`src/rtl/sseg_display_sched_if.sv`:
```
// Request/acknowledge bundle between the result sources and the display scheduler.
// Requester k drives req[k] and its signed value at val[k*W +: W].
interface sseg_display_sched_if #(
  parameter int NREQ = 2,
  parameter int W    = 19
);
  logic [NREQ-1:0]   req;
  logic [NREQ*W-1:0] val;
  logic [NREQ-1:0]   ack;
  logic [NREQ-1:0]   grant;

  modport master (output req, output val, input ack, input grant);
  modport slave  (input req, input val, output ack, output grant);
endinterface

```
`src/rtl/sseg_display_sched.sv`:
```
// Round-robin display scheduler: captures one requester's signed value, converts it to
// sign + 3 BCD digits with a 10-cycle double-dabble, then holds and scans it on the 4-digit display.
// Optional build macro SSEG_LEADING_BLANK_EN enables leading-zero suppression.
module sseg_display_sched #(
  parameter int NREQ        = 2,
  parameter int W           = 19,
  parameter int HOLD_CYCLES = 50000000,
  parameter int REFRESH_BIT = 18
) (
  input  logic                 clk1,
  input  logic                 reset1,
  sseg_display_sched_if.slave  dsp,
  output logic                 busy,
  output logic                 ovf,
  output logic [6:0]           seg1,
  output logic [3:0]           an1
);

  localparam int PW = (NREQ > 1) ? $clog2(NREQ) : 1;
  localparam int HW = (HOLD_CYCLES > 1) ? $clog2(HOLD_CYCLES) : 1;
  localparam int CW = REFRESH_BIT + 2;
  localparam int MW = (W + 1 > 10) ? W + 1 : 10;
  localparam logic [3:0] BLANK = 4'hF;

  typedef enum logic [1:0] {S_IDLE, S_CONV, S_SHOW} state_t;

  state_t          r_state, w_next;
  logic [PW-1:0]   r_rr;
  logic [NREQ-1:0] r_ack, r_grant;
  logic [9:0]      r_bin;
  logic [11:0]     r_bcd;
  logic [3:0]      r_iter;
  logic            r_sign_c, r_ovf_c;
  logic [HW-1:0]   r_hold;
  logic [CW-1:0]   r_cnt;
  logic            r_disp_valid, r_dsign, r_ovf;
  logic [3:0]      r_d2, r_d1, r_d0;

  logic            w_found;
  logic [PW-1:0]   w_win;
  logic [W-1:0]    w_val_sel;
  logic [W:0]      w_ext, w_mag;
  logic [MW-1:0]   w_magx;
  logic            w_neg, w_sat;
  logic [9:0]      w_bin_load;
  logic [NREQ-1:0] w_onehot;
  logic [11:0]     w_adj, w_nbcd;
  logic [9:0]      w_nbin;
  logic [3:0]      w_h, w_t;
  logic            w_conv_last, w_hold_last;
  logic [1:0]      w_scan;

  // Search upward from rr+1 so the most recent owner has lowest priority.
  always_comb begin
    logic [PW-1:0] cand;
    int unsigned   idx;
    w_found   = 1'b0;
    w_win     = '0;
    w_val_sel = '0;
    cand      = '0;
    idx       = 0;
    for (int unsigned i = 1; i <= NREQ; i++) begin
      idx  = (32'(r_rr) + i) % NREQ;
      cand = PW'(idx);
      if (!w_found && dsp.req[cand]) begin
        w_found = 1'b1;
        w_win   = cand;
      end
    end
    for (int unsigned k = 0; k < NREQ; k++) begin
      if (w_win == PW'(k)) w_val_sel = dsp.val[k*W +: W];
    end
  end

  // Magnitude is formed one bit wider so the most negative value is exact.
  assign w_neg      = w_val_sel[W-1];
  assign w_ext      = {w_val_sel[W-1], w_val_sel};
  assign w_mag      = w_neg ? -w_ext : w_ext;
  assign w_magx     = MW'(w_mag);
  assign w_sat      = (w_magx > MW'(999));
  assign w_bin_load = w_sat ? 10'd999 : w_magx[9:0];
  assign w_onehot   = NREQ'(1) << w_win;

  always_comb begin
    w_adj = '0;
    for (int unsigned j = 0; j < 3; j++) begin
      w_adj[4*j +: 4] = (r_bcd[4*j +: 4] >= 4'd5) ? r_bcd[4*j +: 4] + 4'd3 : r_bcd[4*j +: 4];
    end
  end

  assign w_nbcd = {w_adj[10:0], r_bin[9]};
  assign w_nbin = {r_bin[8:0], 1'b0};

`ifdef SSEG_LEADING_BLANK_EN
  assign w_h = (w_nbcd[11:8] == 4'd0) ? BLANK : w_nbcd[11:8];
  assign w_t = (w_nbcd[11:8] == 4'd0 && w_nbcd[7:4] == 4'd0) ? BLANK : w_nbcd[7:4];
`else
  assign w_h = w_nbcd[11:8];
  assign w_t = w_nbcd[7:4];
`endif

  assign w_conv_last = (r_iter == 4'd0);
  assign w_hold_last = (r_hold == HW'(HOLD_CYCLES - 1));

  always_ff @(posedge clk1 or posedge reset1) begin
    if (reset1) r_state <= S_IDLE;
    else        r_state <= w_next;
  end

  always_comb begin
    w_next = r_state;
    busy   = 1'b0;
    unique case (r_state)
      S_IDLE: if (w_found) w_next = S_CONV;
      S_CONV: begin
        busy = 1'b1;
        if (w_conv_last) w_next = S_SHOW;
      end
      S_SHOW: begin
        busy = 1'b1;
        if (w_hold_last) w_next = S_IDLE;
      end
      default: w_next = S_IDLE;
    endcase
  end

  always_ff @(posedge clk1 or posedge reset1) begin
    if (reset1) begin
      r_rr         <= PW'(NREQ - 1);
      r_ack        <= '0;
      r_grant      <= '0;
      r_bin        <= '0;
      r_bcd        <= '0;
      r_iter       <= '0;
      r_sign_c     <= 1'b0;
      r_ovf_c      <= 1'b0;
      r_hold       <= '0;
      r_cnt        <= '0;
      r_disp_valid <= 1'b0;
      r_dsign      <= 1'b0;
      r_ovf        <= 1'b0;
      r_d2         <= '0;
      r_d1         <= '0;
      r_d0         <= '0;
    end else begin
      r_cnt <= r_cnt + 1'b1;
      r_ack <= '0;
      case (r_state)
        S_IDLE: begin
          if (w_found) begin
            r_ack    <= w_onehot;
            r_grant  <= w_onehot;
            r_rr     <= w_win;
            r_sign_c <= w_neg;
            r_ovf_c  <= w_sat;
            r_bin    <= w_bin_load;
            r_bcd    <= '0;
            r_iter   <= 4'd9;
          end
        end
        S_CONV: begin
          r_bcd  <= w_nbcd;
          r_bin  <= w_nbin;
          r_iter <= r_iter - 4'd1;
          if (w_conv_last) begin
            r_disp_valid <= 1'b1;
            r_dsign      <= r_sign_c;
            r_ovf        <= r_ovf_c;
            r_d2         <= w_h;
            r_d1         <= w_t;
            r_d0         <= w_nbcd[3:0];
            r_hold       <= '0;
          end
        end
        S_SHOW: begin
          r_hold <= r_hold + 1'b1;
          if (w_hold_last) r_grant <= '0;
        end
        default: ;
      endcase
    end
  end

  function automatic logic [6:0] f_seg(input logic [3:0] d);
    case (d)
      4'd0:    f_seg = 7'b1000000;
      4'd1:    f_seg = 7'b1111001;
      4'd2:    f_seg = 7'b0100100;
      4'd3:    f_seg = 7'b0110000;
      4'd4:    f_seg = 7'b0011001;
      4'd5:    f_seg = 7'b0010010;
      4'd6:    f_seg = 7'b0000010;
      4'd7:    f_seg = 7'b1111000;
      4'd8:    f_seg = 7'b0000000;
      4'd9:    f_seg = 7'b0010000;
      default: f_seg = 7'b1111111;
    endcase
  endfunction

  assign w_scan = r_cnt[CW-1:CW-2];

  always_comb begin
    an1  = 4'b1111;
    seg1 = 7'b1111111;
    if (r_disp_valid) begin
      case (w_scan)
        2'd0: begin an1 = 4'b1110; seg1 = f_seg(r_d0); end
        2'd1: begin an1 = 4'b1101; seg1 = f_seg(r_d1); end
        2'd2: begin an1 = 4'b1011; seg1 = f_seg(r_d2); end
        default: begin an1 = 4'b0111; seg1 = r_dsign ? 7'b0111111 : 7'b1111111; end
      endcase
    end
  end

  assign ovf       = r_ovf;
  assign dsp.ack   = r_ack;
  assign dsp.grant = r_grant;

endmodule

```
`src/flat_wrapper.sv`:
```
// flat-port wrapper written by rule: the top's interface ports become plain ports
module sseg_display_sched_flat 
#(
  parameter int NREQ        = 2,
  parameter int W           = 19,
  parameter int HOLD_CYCLES = 50000000,
  parameter int REFRESH_BIT = 18
)
  (clk1, reset1, busy, ovf, seg1, an1, dsp_req, dsp_val, dsp_ack, dsp_grant);
  sseg_display_sched_if #(.NREQ(NREQ), .W(W)) dsp_i ();
  input  logic clk1;
  input  logic reset1;
  output logic busy;
  output logic ovf;
  output logic [6:0] seg1;
  output logic [3:0] an1;
  input wire logic [$bits(dsp_i.req)-1:0] dsp_req;
  input wire logic [$bits(dsp_i.val)-1:0] dsp_val;
  output wire logic [$bits(dsp_i.ack)-1:0] dsp_ack;
  output wire logic [$bits(dsp_i.grant)-1:0] dsp_grant;
  assign dsp_i.req = dsp_req;
  assign dsp_i.val = dsp_val;
  assign dsp_ack = dsp_i.ack;
  assign dsp_grant = dsp_i.grant;
  sseg_display_sched #(.NREQ(NREQ), .W(W), .HOLD_CYCLES(HOLD_CYCLES), .REFRESH_BIT(REFRESH_BIT)) u_core (.clk1(clk1), .reset1(reset1), .dsp(dsp_i), .busy(busy), .ovf(ovf), .seg1(seg1), .an1(an1));
endmodule
```
`config.mk`:
```
export PLATFORM = sky130hd
export DESIGN_NAME = sseg_display_sched_flat
export DESIGN_NICKNAME = d
export VERILOG_FILES = /design/src/rtl/sseg_display_sched_if.sv /design/src/rtl/sseg_display_sched.sv /design/src/flat_wrapper.sv
export SDC_FILE = /design/constraint.sdc
export NUM_CORES = 1
export LEC_CHECK = 0
export CAP_MARGIN = 20
export CORE_MARGIN = 3
export CORE_UTILIZATION = 43
export CTS_CLUSTER_SIZE = 12
export DETAILED_ROUTE_END_ITERATION = 7
export GPL_ROUTABILITY_DRIVEN = 0
export GPL_TIMING_DRIVEN = 0
export PLACE_DENSITY = 0.63
export SYNTH_ARGS = -nofsm -noshare
export SYNTH_HDL_FRONTEND = slang
export SYNTH_SLANG_ARGS = --single-unit
```
`constraint.sdc`:
```
create_clock -name clk1 -period 6.27 [get_ports clk1]
set_input_delay 1.881 -clock clk1 [delete_from_list [all_inputs] [get_ports clk1]]
set_output_delay 1.881 -clock clk1 [all_outputs]
set_load 0.005 [all_outputs]
```
==> flow_summary.ini <==
[status]
status = completed

[floorplan]
dieWidth_um = 127
pin_count = 59
rows = 43
initial_core_util = 0.447
coreArea_sq_um = 14100
die_h_um = 127
dieArea_sq_um = 16200

[synth]
synth_top_area_frac = 0.376
post-synth-top-area-cell = dfrtp_1
async_flop_share = 1.00
synth.distinct_cells = 70
synth.avg_cell_area_sq_um = 9.06
synth_edf_count = 0
yosys_register_bits = 96
synth_nets = 773
synth_area_leaders = dfrtp_1 (38%), ha_1 (6.3%), o21ai_0 (4.7%)
ys_warn_count = 0
ys_seq_area_frac = 0.380
netlist_instances = 699
syn-cell-area_sq_um = 6330
synthFlopType = dfrtp_1

[clock_network]
h-tree-depth = 3
cts_root_buffer = clkbuf_16
cts_buffers = 9
cts_tree = yes
clkTransAtPathRegs_ns = 0.07
postCtsSetupBuffers = 0
holdBufCountCts = 0
cts_sinks = 96
postCtsResizedCells = 0
max-clock-path-buffers = 2
clkLatencyLatePin_ns = 0.35

[setup_path]
start_kind = input pin
crit_arrival_ns = 6.06
critical_path.max_fanout = 10
required_ns = 6.54
critPathBufInv = 5
startpoint = dsp_req[1]
path_cells = clkdlybuf4s50_1 > a21boi_1 > clkbuf_8 > clkbuf_1 > mux2i_1 > ha_1 > inv_1 > nor4_1 > a311oi_1 > xnor2_1 > o221ai_1 > or4_1 > clkbuf_1 > and3_1 > a21oi_1
r2r_slack_ns = 2.24
cp_common_cell = clkbuf_1
critPathTopFamily = buffers and inverters
cpPeakStageDelay_ns = 0.58
slowest_stage = clkdlybuf4s50_1
r2r-start = u_core.r_rr
worstSetupPathType = in -> reg
cp-end-kind = register

[sta]
fin_crit_ns = 5.79
period_share = 0.923
tightest_slew_ns = 0.764
setup_ws_ns = 0.481
fin_tns_setup_ns = 0
clock.fmax_mhz = 173
setup_violations = 0
finalHoldViolCount = 0
timing.hold.ws_ns = 0.471
relSlewSlack = 0.489
drv_slew = 0
clock_skew_ns = 0.0116
grt_setup_unrepaired = no

[global_routing]
track_usage = 0.186
grt_max_degree = 66
use_met3 = 0.0288
grt_use_met2 = 0.306
first_global_vias = 5355
busiest_layer = met2
antenna_found_initial = 0
met1_usage = 0.247
grt_pass1_wl_um = 25200
grt-ovfl-total = 0

[routing]
vias = 5430
wl_um = 14800
drtPass1Iterations = 6
wire_per_inst_um = 15.5
ant_nets = 0
drt_iter0_markers = 403
drc = 0
vias_per_cell = 5.69

[flow_run]
max_cap_violations = 0

[place]
dp_slack_ns = 0.147
hpwl_um = 11300
dpl_cell_area_sq_um = 7170
portBuffers = 58
placed_cells_incl_taps = 938

[pwr]
p_int_w = 0.00150
pwr-share-clk = 0.212
pwr-share-seq = 0.344
pwr-share-comb = 0.445
p_per_area_nw_per_um2 = 329
p_sw_w = 0.000947
p_leak_nw = 3.14
vdd_drop_max_v = 0.000167
sw_frac_of_total = 0.387

[worst_hold_path]
min_path_type = reg -> reg
hold_start = u_core.r_cnt[4]

[finish]
diodes = 0
layout_common_cells = dfrtp_1 (95), nand2_1 (65), o21ai_0 (59)
fillers = 1275
fin_nets = 843
finalNonFillerCells = 954
area_delta_synth_final_pct = 17.7
layout_commonest_cell = dfrtp_1
drive_above_1_share = 0.0711
fin_area_sq_um = 7450
==> logic make-up (layout without fill, tap and decap cells) <==
kind of cell | after synthesis | count (layout) | synth area share
flops | 96 | 96 | 0.380
fa+ha+maj | 32 | 32 | 0.0633
compound gates | 168 | 168 | 0.168
simple gates | 250 | 250 | 0.203
mux | 35 | 35 | 0.0595
xor+xnor | 55 | 55 | 0.0761
buf+inv | 63 | 138 | 0.0504
==> registers in the layout, indices dropped and copies added, names as in the netlist <==
register and count:
u_core.r_bcd 12, u_core.r_cnt 20, u_core.r_dsign 1, u_core.r_d1 4, u_core.dsp.ack 2, u_core.r_bin 10, u_core.dsp.grant 2, u_core.r_d0 4
u_core.r_rr 1, u_core.r_sign_c 1, u_core.r_d2 4, u_core.r_iter 4, u_core.r_ovf_c 1, u_core.r_hold 26, u_core.r_state 2, u_core.ovf 1
u_core.r_disp_valid 1
==> worst register-to-register path: cells and delay by family (launching register included) <==
kind                       cells  cell delay (ns)
and+or+nand+nor                3             0.98
buffers and inverters          5             0.99
AOI/OAI and AO/OA              4             0.51
xor gates and xnor gates       1             0.26
DFF                            1             0.58
muxes                          1             0.30
adders and majority gates      1             0.34
==> power by group through the flow <==
stage | clock [W] | combinational [W] | sequential, W
finish | 0.000518 | 0.00109 | 0.000841
global route | 0.000564 | 0.00122 | 0.000855
CTS | 0.000532 | 0.00109 | 0.000838
detailed placement | 0 | 0.00109 | 0.000849
global placement | 0 | 0.00105 | 0.000841
floorplan | 0 | 0.000722 | 0.000821
==> area by class of cell <==
type | instances | area [sq um] | area share
buffer | 28 | 188 | 0.0252
clock buffer | 10 | 229 | 0.0307
clock inverter | 6 | 52.6 | 0.00706
inverter | 35 | 134 | 0.0180
multi-input combinational | 540 | 3610 | 0.484
sequential | 96 | 2400 | 0.323
tap | 180 | 225 | 0.0302
timing repair buffer | 59 | 608 | 0.0817
==> cells in the mapped netlist (all sizes together), types with 7 or more instances <==
master and count:
inv 35, and3 12, nand2 65, o21ai 60, xor2 30, nor4 8, nor2 59, xnor2 25
a21oi 38, nor3 16, nand2b 9, ha 32, mux2i 24, mux2 11, clkbuf 24, o31ai 10
o22ai 8, a31oi 10, nand4 10, dfrtp 95, or3 11, o211ai 7, nand3 29
==> through the flow <==
step	utilization	total power [W]
after floorplan	-	0.00154
after global routing	0.526	0.00264
after detailed placement	0.506	0.00194
after global placement	0.504	0.00189
final	0.526	0.00245
after CTS	0.526	0.00246
==> layer usage <==
| layer | vias to the layer above | part of all wire |
|---|---|---|
| li1 | 2641 | - |
| met1 | 2586 | 0.46 |
| met2 | 169 | 0.47 |
| met5 | - | 0 |
| met4 | 0 | 0.029 |
| met3 | 34 | 0.040 |
==> worst paths after layout <==
kind | cells after the start | to
max | 15 | u_core.r_bin[0]
min | 1 | u_core.r_cnt[4]
max reg2reg | 15 | u_core.r_bin[0]
min reg2reg | 1 | u_core.r_cnt[4]
max in group asynchronous | 3 | u_core.r_rr
min in group asynchronous | 2 | u_core.r_cnt[2]
(Power assumes the default switching activity.)
